**config.mk**
```make
export PLATFORM = sky130hd
export DESIGN_NAME = ifu_fetch_flat
export DESIGN_NICKNAME = d
export VERILOG_FILES = /design/src/rtl/ifu_fetch_if.sv /design/src/rtl/ifu_fetch.sv /design/src/flat_wrapper.sv
export SDC_FILE = /design/constraint.sdc
export NUM_CORES = 1
export LEC_CHECK = 0
export CAP_MARGIN = 20
export CELL_PAD_IN_SITES_DETAIL_PLACEMENT = 1
export CELL_PAD_IN_SITES_GLOBAL_PLACEMENT = 2
export CORE_ASPECT_RATIO = 1.25
export CORE_MARGIN = 2
export CORE_UTILIZATION = 27
export DETAILED_ROUTE_END_ITERATION = 12
export GPL_TIMING_DRIVEN = 0
export PLACE_DENSITY_LB_ADDON = 0.3
export SLEW_MARGIN = 20
export SYNTH_ARGS = -nofsm -noshare
export SYNTH_HDL_FRONTEND = slang
export SYNTH_SLANG_ARGS = --single-unit
export TNS_END_PERCENT = 1
```
**constraint.sdc**
```tcl
create_clock -name clk -period 4.4 [get_ports clk]
set_input_delay 0.88 -clock clk [delete_from_list [all_inputs] [get_ports clk]]
set_output_delay 0.88 -clock clk [all_outputs]
set_load 0.05 [all_outputs]
```
**src/rtl/ifu_fetch_if.sv**
```systemverilog
// ifu_fetch_if: fetch bus bundle (imem req/ack, decode valid/ready, npc feedback, fault report)
// master = fetch unit side, slave = memory/decode/NPC side.
interface ifu_fetch_if;
  logic        imem_req;
  logic [31:0] imem_addr;
  logic        imem_ack;
  logic [31:0] imem_rdata;
  logic        instr_valid;
  logic        instr_ready;
  logic [31:0] instr;
  logic [31:0] pc_out;
  logic [31:0] npc_in;
  logic        fault;
  logic [31:0] fault_pc;
  modport master (
    output imem_req, imem_addr, instr_valid, instr, pc_out, fault, fault_pc,
    input  imem_ack, imem_rdata, instr_ready, npc_in
  );
  modport slave (
    input  imem_req, imem_addr, instr_valid, instr, pc_out, fault, fault_pc,
    output imem_ack, imem_rdata, instr_ready, npc_in
  );
endinterface

```
**src/rtl/ifu_fetch.sv**
```systemverilog
// ifu_fetch: MIPS fetch front end; owns PC, fetches over req/ack, hands instr to decode over valid/ready
// Ports: clk, reset_n (async active-low), bus (ifu_fetch_if.master: imem_*, instr_*, pc_out, npc_in, fault, fault_pc).
module ifu_fetch #(
  parameter logic [31:0] RESET_PC   = 32'h0000_3000,
  parameter logic [31:0] IMEM_BASE  = 32'h0000_3000,
  parameter int unsigned IMEM_WORDS = 4096
) (
  input logic         clk,
  input logic         reset_n,
  ifu_fetch_if.master bus
);
  typedef enum logic [1:0] {REQ, VALID, FAULT} state_t;
  // 33-bit end address so a range reaching the top of the address space does not wrap
  localparam logic [32:0] IMEM_END = {1'b0, IMEM_BASE} + {IMEM_WORDS[30:0], 2'b00};
  state_t      state_q, state_d;
  logic [31:0] pc_q, pc_d, instr_q, instr_d, fault_pc_q, fault_pc_d;
  logic        fault_q, fault_d, legal;
  assign legal = bus.npc_in[1:0] == 2'b00 && bus.npc_in >= IMEM_BASE && {1'b0, bus.npc_in} < IMEM_END;
  always_comb begin
    state_d    = state_q;
    pc_d       = pc_q;
    instr_d    = instr_q;
    fault_d    = fault_q;
    fault_pc_d = fault_pc_q;
    case (state_q)
      REQ: if (bus.imem_ack) begin
        instr_d = bus.imem_rdata;
        state_d = VALID;
      end
      VALID: if (bus.instr_ready) begin
        pc_d       = legal ? bus.npc_in : pc_q;
        fault_d    = !legal;
        fault_pc_d = legal ? fault_pc_q : bus.npc_in;
        state_d    = legal ? REQ : FAULT;
      end
      FAULT: state_d = FAULT;
      default: state_d = FAULT;
    endcase
  end
  always_ff @(posedge clk or negedge reset_n)
    if (!reset_n) begin
      state_q    <= REQ;
      pc_q       <= RESET_PC;
      instr_q    <= '0;
      fault_q    <= 1'b0;
      fault_pc_q <= '0;
    end else begin
      state_q    <= state_d;
      pc_q       <= pc_d;
      instr_q    <= instr_d;
      fault_q    <= fault_d;
      fault_pc_q <= fault_pc_d;
    end
  // state sits at REQ during reset, so the request is gated off by reset_n directly
  assign bus.imem_req    = reset_n && state_q == REQ;
  assign bus.imem_addr   = pc_q;
  assign bus.pc_out      = pc_q;
  assign bus.instr       = instr_q;
  assign bus.instr_valid = state_q == VALID;
  assign bus.fault       = fault_q;
  assign bus.fault_pc    = fault_pc_q;
endmodule

```
**src/flat_wrapper.sv**
```systemverilog
// flat-port wrapper written by rule: the top's interface ports become plain ports
module ifu_fetch_flat 
#(
  parameter logic [31:0] RESET_PC   = 32'h0000_3000,
  parameter logic [31:0] IMEM_BASE  = 32'h0000_3000,
  parameter int unsigned IMEM_WORDS = 4096
)
  (clk, reset_n, bus_imem_req, bus_imem_addr, bus_instr_valid, bus_instr, bus_pc_out, bus_fault, bus_fault_pc, bus_imem_ack, bus_imem_rdata, bus_instr_ready, bus_npc_in);
  ifu_fetch_if bus_i ();
  input logic clk;
  input logic reset_n;
  output wire logic [$bits(bus_i.imem_req)-1:0] bus_imem_req;
  output wire logic [$bits(bus_i.imem_addr)-1:0] bus_imem_addr;
  output wire logic [$bits(bus_i.instr_valid)-1:0] bus_instr_valid;
  output wire logic [$bits(bus_i.instr)-1:0] bus_instr;
  output wire logic [$bits(bus_i.pc_out)-1:0] bus_pc_out;
  output wire logic [$bits(bus_i.fault)-1:0] bus_fault;
  output wire logic [$bits(bus_i.fault_pc)-1:0] bus_fault_pc;
  input wire logic [$bits(bus_i.imem_ack)-1:0] bus_imem_ack;
  input wire logic [$bits(bus_i.imem_rdata)-1:0] bus_imem_rdata;
  input wire logic [$bits(bus_i.instr_ready)-1:0] bus_instr_ready;
  input wire logic [$bits(bus_i.npc_in)-1:0] bus_npc_in;
  assign bus_imem_req = bus_i.imem_req;
  assign bus_imem_addr = bus_i.imem_addr;
  assign bus_instr_valid = bus_i.instr_valid;
  assign bus_instr = bus_i.instr;
  assign bus_pc_out = bus_i.pc_out;
  assign bus_fault = bus_i.fault;
  assign bus_fault_pc = bus_i.fault_pc;
  assign bus_i.imem_ack = bus_imem_ack;
  assign bus_i.imem_rdata = bus_imem_rdata;
  assign bus_i.instr_ready = bus_instr_ready;
  assign bus_i.npc_in = bus_npc_in;
  ifu_fetch #(.RESET_PC(RESET_PC), .IMEM_BASE(IMEM_BASE), .IMEM_WORDS(IMEM_WORDS)) u_core (.clk(clk), .reset_n(reset_n), .bus(bus_i));
endmodule
```
### Yosys cells after proc, flatten, opt, wreduce, memory -nomap -nowiden

Index checks and enable logic that the tools add are counted.
W data, S select, Z words.

* reduce and logical (&&, ||, !) cells: 11
* order comparisons: 2
* bitwise operators: 1
* mux-type cells: 4
* equality and inequality tests: 3

Operators with widths (count)
* $ge A32 B14 Y1 const B: 1
* $lt A32 B15 Y1 const B: 1
* $mux W2: 3
* $reduce_and A2 Y1: 3
* $reduce_and A3 Y1: 2
* $logic_not A2 Y1: 2
* $pmux W2 S2: 1
* $logic_and A1 B1 Y1: 3
* $eq A2 B1 Y1 const B: 1
* $ne A2 B1 Y1 const B: 1
* $ne A2 B2 Y1 const B: 1
* $logic_not A1 Y1: 1
* $not A1 Y1: 1

* output and inout port bits: 131
* register bits after elaboration: 99
* word-level logic and storage cells: 26
* input bits: 68

### Longest topological paths before layout

* depth in word-level cells: 6
* mapped depth: 6
* mapped depth without buffers: 4

### Worst setup path after synthesis

OpenSTA, ideal clock, no wires.

* path type: input-to-output
* start point: input port reset_n
* end point: output port bus_imem_req
* data required time: 3.520 ns
* arrival: 2.026 ns
* cell stages on the path: 1
* slack: 1.494 ns
* path buffers: 0
* path through: nor3b_1

* cells in the longest elaborated chain, start to end: 1

RTL lines
* start, declared: line flat_wrapper.sv:11 `input logic reset_n;`
* $logic_and A1 B1 Y1: line ifu_fetch.sv:55 `assign bus.imem_req = reset_n && state_q == REQ;`
* end, declared: line flat_wrapper.sv:12 `output wire logic [$bits(bus_i.imem_req)-1:0] bus_imem_req;`

Every way passes these cells.

### Worst setup path in the final report

Ends and elaborated chain as after synthesis.

==> results.cfg <==
[outcome]
status = finished, violations left
violations = design-rule violations

[worst_setup_path]
start_kind = input pin
crit_required_ns = 3.52
worst_path_max_delay_cell = clkdlybuf4s50_1
crit_fanout = 56
crit_buf_inv = 3
cpPeakStageDelay_ns = 0.86
setup.worst_path.end_class = primary output
ff2ff_setup_slack_ns = 2.39
arrival_ns = 2.65
worstSetupPathType = input pin to primary output
crit_chain = buf_6 > buf_16 > nor3b_1 > clkdlybuf4s50_1
path_delay_family = buffers and inverters

[clock_tree]
root_buffer = clkbuf_16
clk_pin_slew_ns = 0.07
htreeDepth = 3
cts_tree = yes
hold_buffers = 0
cts_made_buffers = 9
clk_latency_ns = 0.35
cts.sinks = 99
clk_path_buf_depth = 2
post_cts_buffers = 0
ctsResizeCount = 0

[final_layout]
antenna_cells = 0
utilization = 0.4535
area_growth_pct = 63.26
layout-drive-gt1-share = 0.2806
num-nets-final = 537
layoutNonFillerInstCount = 652

[floorplanning]
dieArea_um2 = 15880
core_um2 = 14470
fp.dieH_um = 140.4
rows = 49
io_pins = 199
start_util = 0.2778
die_w_um = 113.1

[power_and_ir_drop]
switching_share = 0.4296
peakVddDrop_uv = 319.0
clock_power_share = 0.193
p_sw_mw = 1.864
p_per_area_nw_per_um2 = 661.3
finalPower_mw = 4.339
seqPwrFrac = 0.314
p_int_mw = 2.475
comb_power_share = 0.492
p_leak_nw = 2.881

[detailed_routing]
remaining_drc_errors = 13
via_per_inst = 4.330
vias = 2823
drtIter0Drc = 59
firstDrtPassIters = 8
drtAntennaViolNets = 0
routed_wl_um = 11030
wl_per_cell_um = 16.91

[timing]
layout_setup_ws_ns = 0.8689
timing.fmax_ghz = 0.2832
skew_ns = 0.007421
hold_viol_final = 0
fin_crit_sh = 0.8025
setup_viol_count_final = 0
fin_crit_ns = 3.531
worstMarginPinSlew_ns = 0.6954
maxSlewViolCount = 0
relSlewSlack = 0.5354
rsz0062_at_grt = false

[global_routing]
grt_pass1_wl_um = 17600
grt_max_degree = 57
grt_pass1_vias = 3162
track_usage = 0.1434
antenna_found_initial = 0
overflow = 0

[yosys]
syn_area_um2 = 4019
netlist.area_leader.share = 0.6040
syn_area_per_cell_um2 = 15.52
syn-num-nets = 327
ys_ff_latch = 99
synth_area_leaders = dfrtp_1 60%, mux2_2 16%, buf_4 6.0%, mux2_4 3.7%, nor2b_1 3.1%
yosys.area.top_type = dfrtp_1
yosysSeqAreaShare = 0.6171
synth_cell_type_count = 25
netlist_instances = 259
yosys_warnings = 0

[placement]
gp_congestion = 0.7221
dp_hpwl_um = 8406
port-buffer-count = 198
dpl_worst_slack_ns = 0.7705
dpl.cell_count = 636

[hold_path]
hold_path_class = input pin to asynchronous set/reset pin

[run]
drv_cap = 0
## cells by family (layout without fill, tap and decap cells)
logic type | count (synthesis) | in the layout | synth area share
DFF | 99 | 99 | 0.6171
muxes | 73 | 73 | 0.2139
buffers and inverters | 43 | 258 | 0.07939
and+or+nand+nor | 35 | 35 | 0.06445
AOI/OAI and AO/OA | 9 | 9 | 0.02522
## cells in the mapped netlist
library cell and count:
o211ai_4 1, mux2_2 57, a21boi_1 1, dfstp_2 2
nand2b_1 1, nor3b_1 2, buf_4 32, nor2b_1 20
and2_1 1, or3_1 1, and3b_1 1, buf_2 6
nand2_1 2, a21o_1 1, nor2_1 2, mux2_1 6
nor4_1 2, o31ai_4 1, buf_6 4, o311ai_0 1
nor4_4 3, inv_1 1, a22o_1 4, dfrtp_1 97
mux2_4 10
## flip-flops by register name (all words and copies together), names as in the netlist
name / count
u_core.bus.fault: 1
u_core.bus.fault_pc: 32
u_core.bus.imem_addr: 32
u_core.bus.instr: 32
u_core.state_q: 2
## cells in the final DEF (no fill, tap or decap), types with 2 or more instances in the layout
cell,count
clkbuf_16,9
nor2_1,2
nor4_4,3
dfstp_2,2
nand2_1,2
mux2_2,57
nor3b_1,2
clkdlybuf4s50_1,197
mux2_4,10
nor4_1,2
buf_2,6
nor2b_1,20
dfrtp_1,97
bufinv_16,2
mux2_1,6
clkinv_2,4
buf_6,5
buf_4,32
a22o_1,4
## power by group through the flow
stage               Clock (mW)  Sequential [mW]  Combinational (mW)
floorplan                    0             2.43               0.290
CTS                      0.873             1.37                2.16
finish                   0.838             1.36                2.14
global placement             0             1.36                2.14
global route             0.907             1.41                2.21
detailed placement           0             1.39                2.16
## worst paths after layout
path,start,cells after the start,to
worst max register to register,u_core.state_q[1],5,u_core.bus.imem_addr[10]
worst max-delay path,reset_n,4,bus_imem_req
min in group clk,u_core.bus.fault_pc[29],1,u_core.bus.fault_pc[29]
max in group asynchronous,reset_n,2,u_core.bus.imem_addr[20]
worst min-delay path,reset_n,1,u_core.bus.instr[22]
worst min register to register,u_core.bus.fault_pc[29],1,u_core.bus.fault_pc[29]
## metal layers
| layer | vias to the layer above | track usage | routed length, um |
|---|---|---|---|
| li1 | 1283 | - | - |
| met1 | 1430 | 0.1590 | 4123 |
| met2 | 98 | 0.2537 | 5877 |
| met3 | 12 | 0.03894 | 775 |
| met4 | 0 | 0.06675 | 251 |
| met5 | - | 0 | 0 |
## final cells by class
cell class              instances  area, um^2
clock buffers                  10       229.0
well taps                     178       222.7
multi-input cells             117        1220
flip-flops and latches         99        2480
plain buffers                  42       315.3
inverters                       1       3.754
clock inverters                 6       80.08
repair buffers                199        2011
fillers                      1489        7908
## stage by stage
stage,TNS [ns],hold slack (ns),instance area [um^2]
floorplan,0,0.4821,4019
global placement,-144.08,0.4743,6223
detailed placement,0,0.4873,6252
CTS,0,0.4623,6561
global route,0,0.4700,6561
finish,0,0.4500,6561
## worst register-to-register path, delay by kind of cell (launching register included)
| kind | cells | cell delay, ns |
|---|---|---|
| muxes | 1 | 0.32 |
| DFF | 1 | 0.41 |
| and+or+nand+nor | 3 | 0.90 |
| buffers and inverters | 1 | 0.26 |
(Power assumes the default switching activity.)
==> variant (same settings) <==
`instr_q` no longer has a reset.
--- a/src/rtl/ifu_fetch.sv
+++ b/src/rtl/ifu_fetch.sv
@@ -41,16 +41,18 @@
     if (!reset_n) begin
       state_q    <= REQ;
       pc_q       <= RESET_PC;
-      instr_q    <= '0;
       fault_q    <= 1'b0;
       fault_pc_q <= '0;
     end else begin
       state_q    <= state_d;
       pc_q       <= pc_d;
-      instr_q    <= instr_d;
       fault_q    <= fault_d;
       fault_pc_q <= fault_pc_d;
     end
+
+  always_ff @(posedge clk) begin
+    instr_q <= instr_d;
+  end
   // state sits at REQ during reset, so the request is gated off by reset_n directly
   assign bus.imem_req    = reset_n && state_q == REQ;
   assign bus.imem_addr   = pc_q;
Behaviour: not the same (a bounded check fails within 4 cycles, from zero or initial values and one cycle with reset_n low).
==> variant against the unedited design <==
Sequential cell count unchanged; setup slack better by 290 ps; synthesized area down 5.4%; via count down 7.5%; wire length down 4.6%; maximum frequency up 8.9%; critical path type unchanged; final area down 3.3%; first-iteration DRC count down 27%; power down 26%.
==> variant: results <==
set metrics [dict create \
    switching_share 0.387 \
    p_leak_nw 2.66 \
    r2r_start "u_core.state_q[0]$_DFFE_PN0P_" \
    dp_hpwl_um 8130 \
    place_inst 601 \
    synth.net_count 292 \
    fin_skew_ps 6.38 \
    drive_above_1_share 0.233 \
    synth_top_flop_cell "dfrtp_1" \
    cp_max_fo 33 \
    synth.avg_cell_area_um2 17.0 \
    synth_xor_area_frac 0 \
    reg2reg_to "u_core.bus.imem_addr[9]$_DFFE_PN0P_" \
    clock_path_buffers 2 \
    synthAdderAreaFrac 0 \
    reg2reg_depth 5 \
    synth_cell_types 26 \
    cts_setup_buffers 0 \
    irDropWorstVdd_uv 216 \
    grtUsageTotal 0.139 \
    grt_pass1_wl_um 15600 \
    ys_top_cells_by_count "dfrtp_1, buf_4, edfxtp_1" \
    pre_cts_slack_ps 1090 \
    synth_edf_count 32 \
    power_switching_mw 1.23 \
    p_seq_mw 1.21 \
    grt_max_degree 37 \
    status "complete, no violations" \
    dr.pass1.iters 4 \
    num-nets-final 505 \
    synthMuxAreaShare 0.131 \
    dpl_cell_area_um2 6050 \
    numCtsBuffers 9 \
    hold-worst-slack_ps 478 \
    drt-vias-per-instance 4.23 \
    slew_headroom 0.587 \
    yosys-top-cells-area "dfrtp_1, edfxtp_1, mux2_2" \
    fin_cells 617 \
    maxCapViolCount 0 \
    avgRoutedWirePerCell_um 17.1 \
    cp.arrival_ps 2360 \
    r2r_setup_slack_ps 2310 \
    grt_pass1_vias 2803 \
    cts-resized-gates 0 \
    synthArstFlopShare 0.677 \
    yosysSeqAreaShare 0.694 \
    drt_iter0_drc 43 \
    place.gp.congestion 0.688 \
    clock_latency_ps 340 \
    synth-compound-area-share 0.0266 \
    p_comb_frac 0.379 \
]
variant: final cells by class:
type,count,area [um2]
Inverter,1,3.75
Fill cell,1429,7470
Clock inverter,7,67.6
Buffer,39,300
Tap cell,175,219
Timing Repair Buffer,202,2020
Multi-Input combinational cell,85,865
Clock buffer,9,225
Sequential cell,99,2640
variant: worst max path at each step:
stage | from | to | slack (ps)
after floorplan | bus_imem_ack | u_core.bus.instr[0]$_DFFE_PP_ | 630
after global placement | reset_n | bus_imem_req | -1310
after detailed placement | reset_n | bus_imem_req | 1090
after CTS | reset_n | bus_imem_req | 1120
after global routing | reset_n | bus_imem_req | 1070
final | reset_n | bus_imem_req | 1160
variant: layer usage:
layer	up-vias	share of wire	wire length (um)	global-route usage
met5	-	0	0	0
met4	0	0.012	123	0.0479
met3	9	0.12	1210	0.0500
met2	133	0.50	5210	0.239
met1	1290	0.38	3970	0.158
li1	1180	-	-	-
variant: worst max-delay path: stages:
cell	delay [ps]
buf_4	370
nor3b_1	240
clkdlybuf4s50_1	860
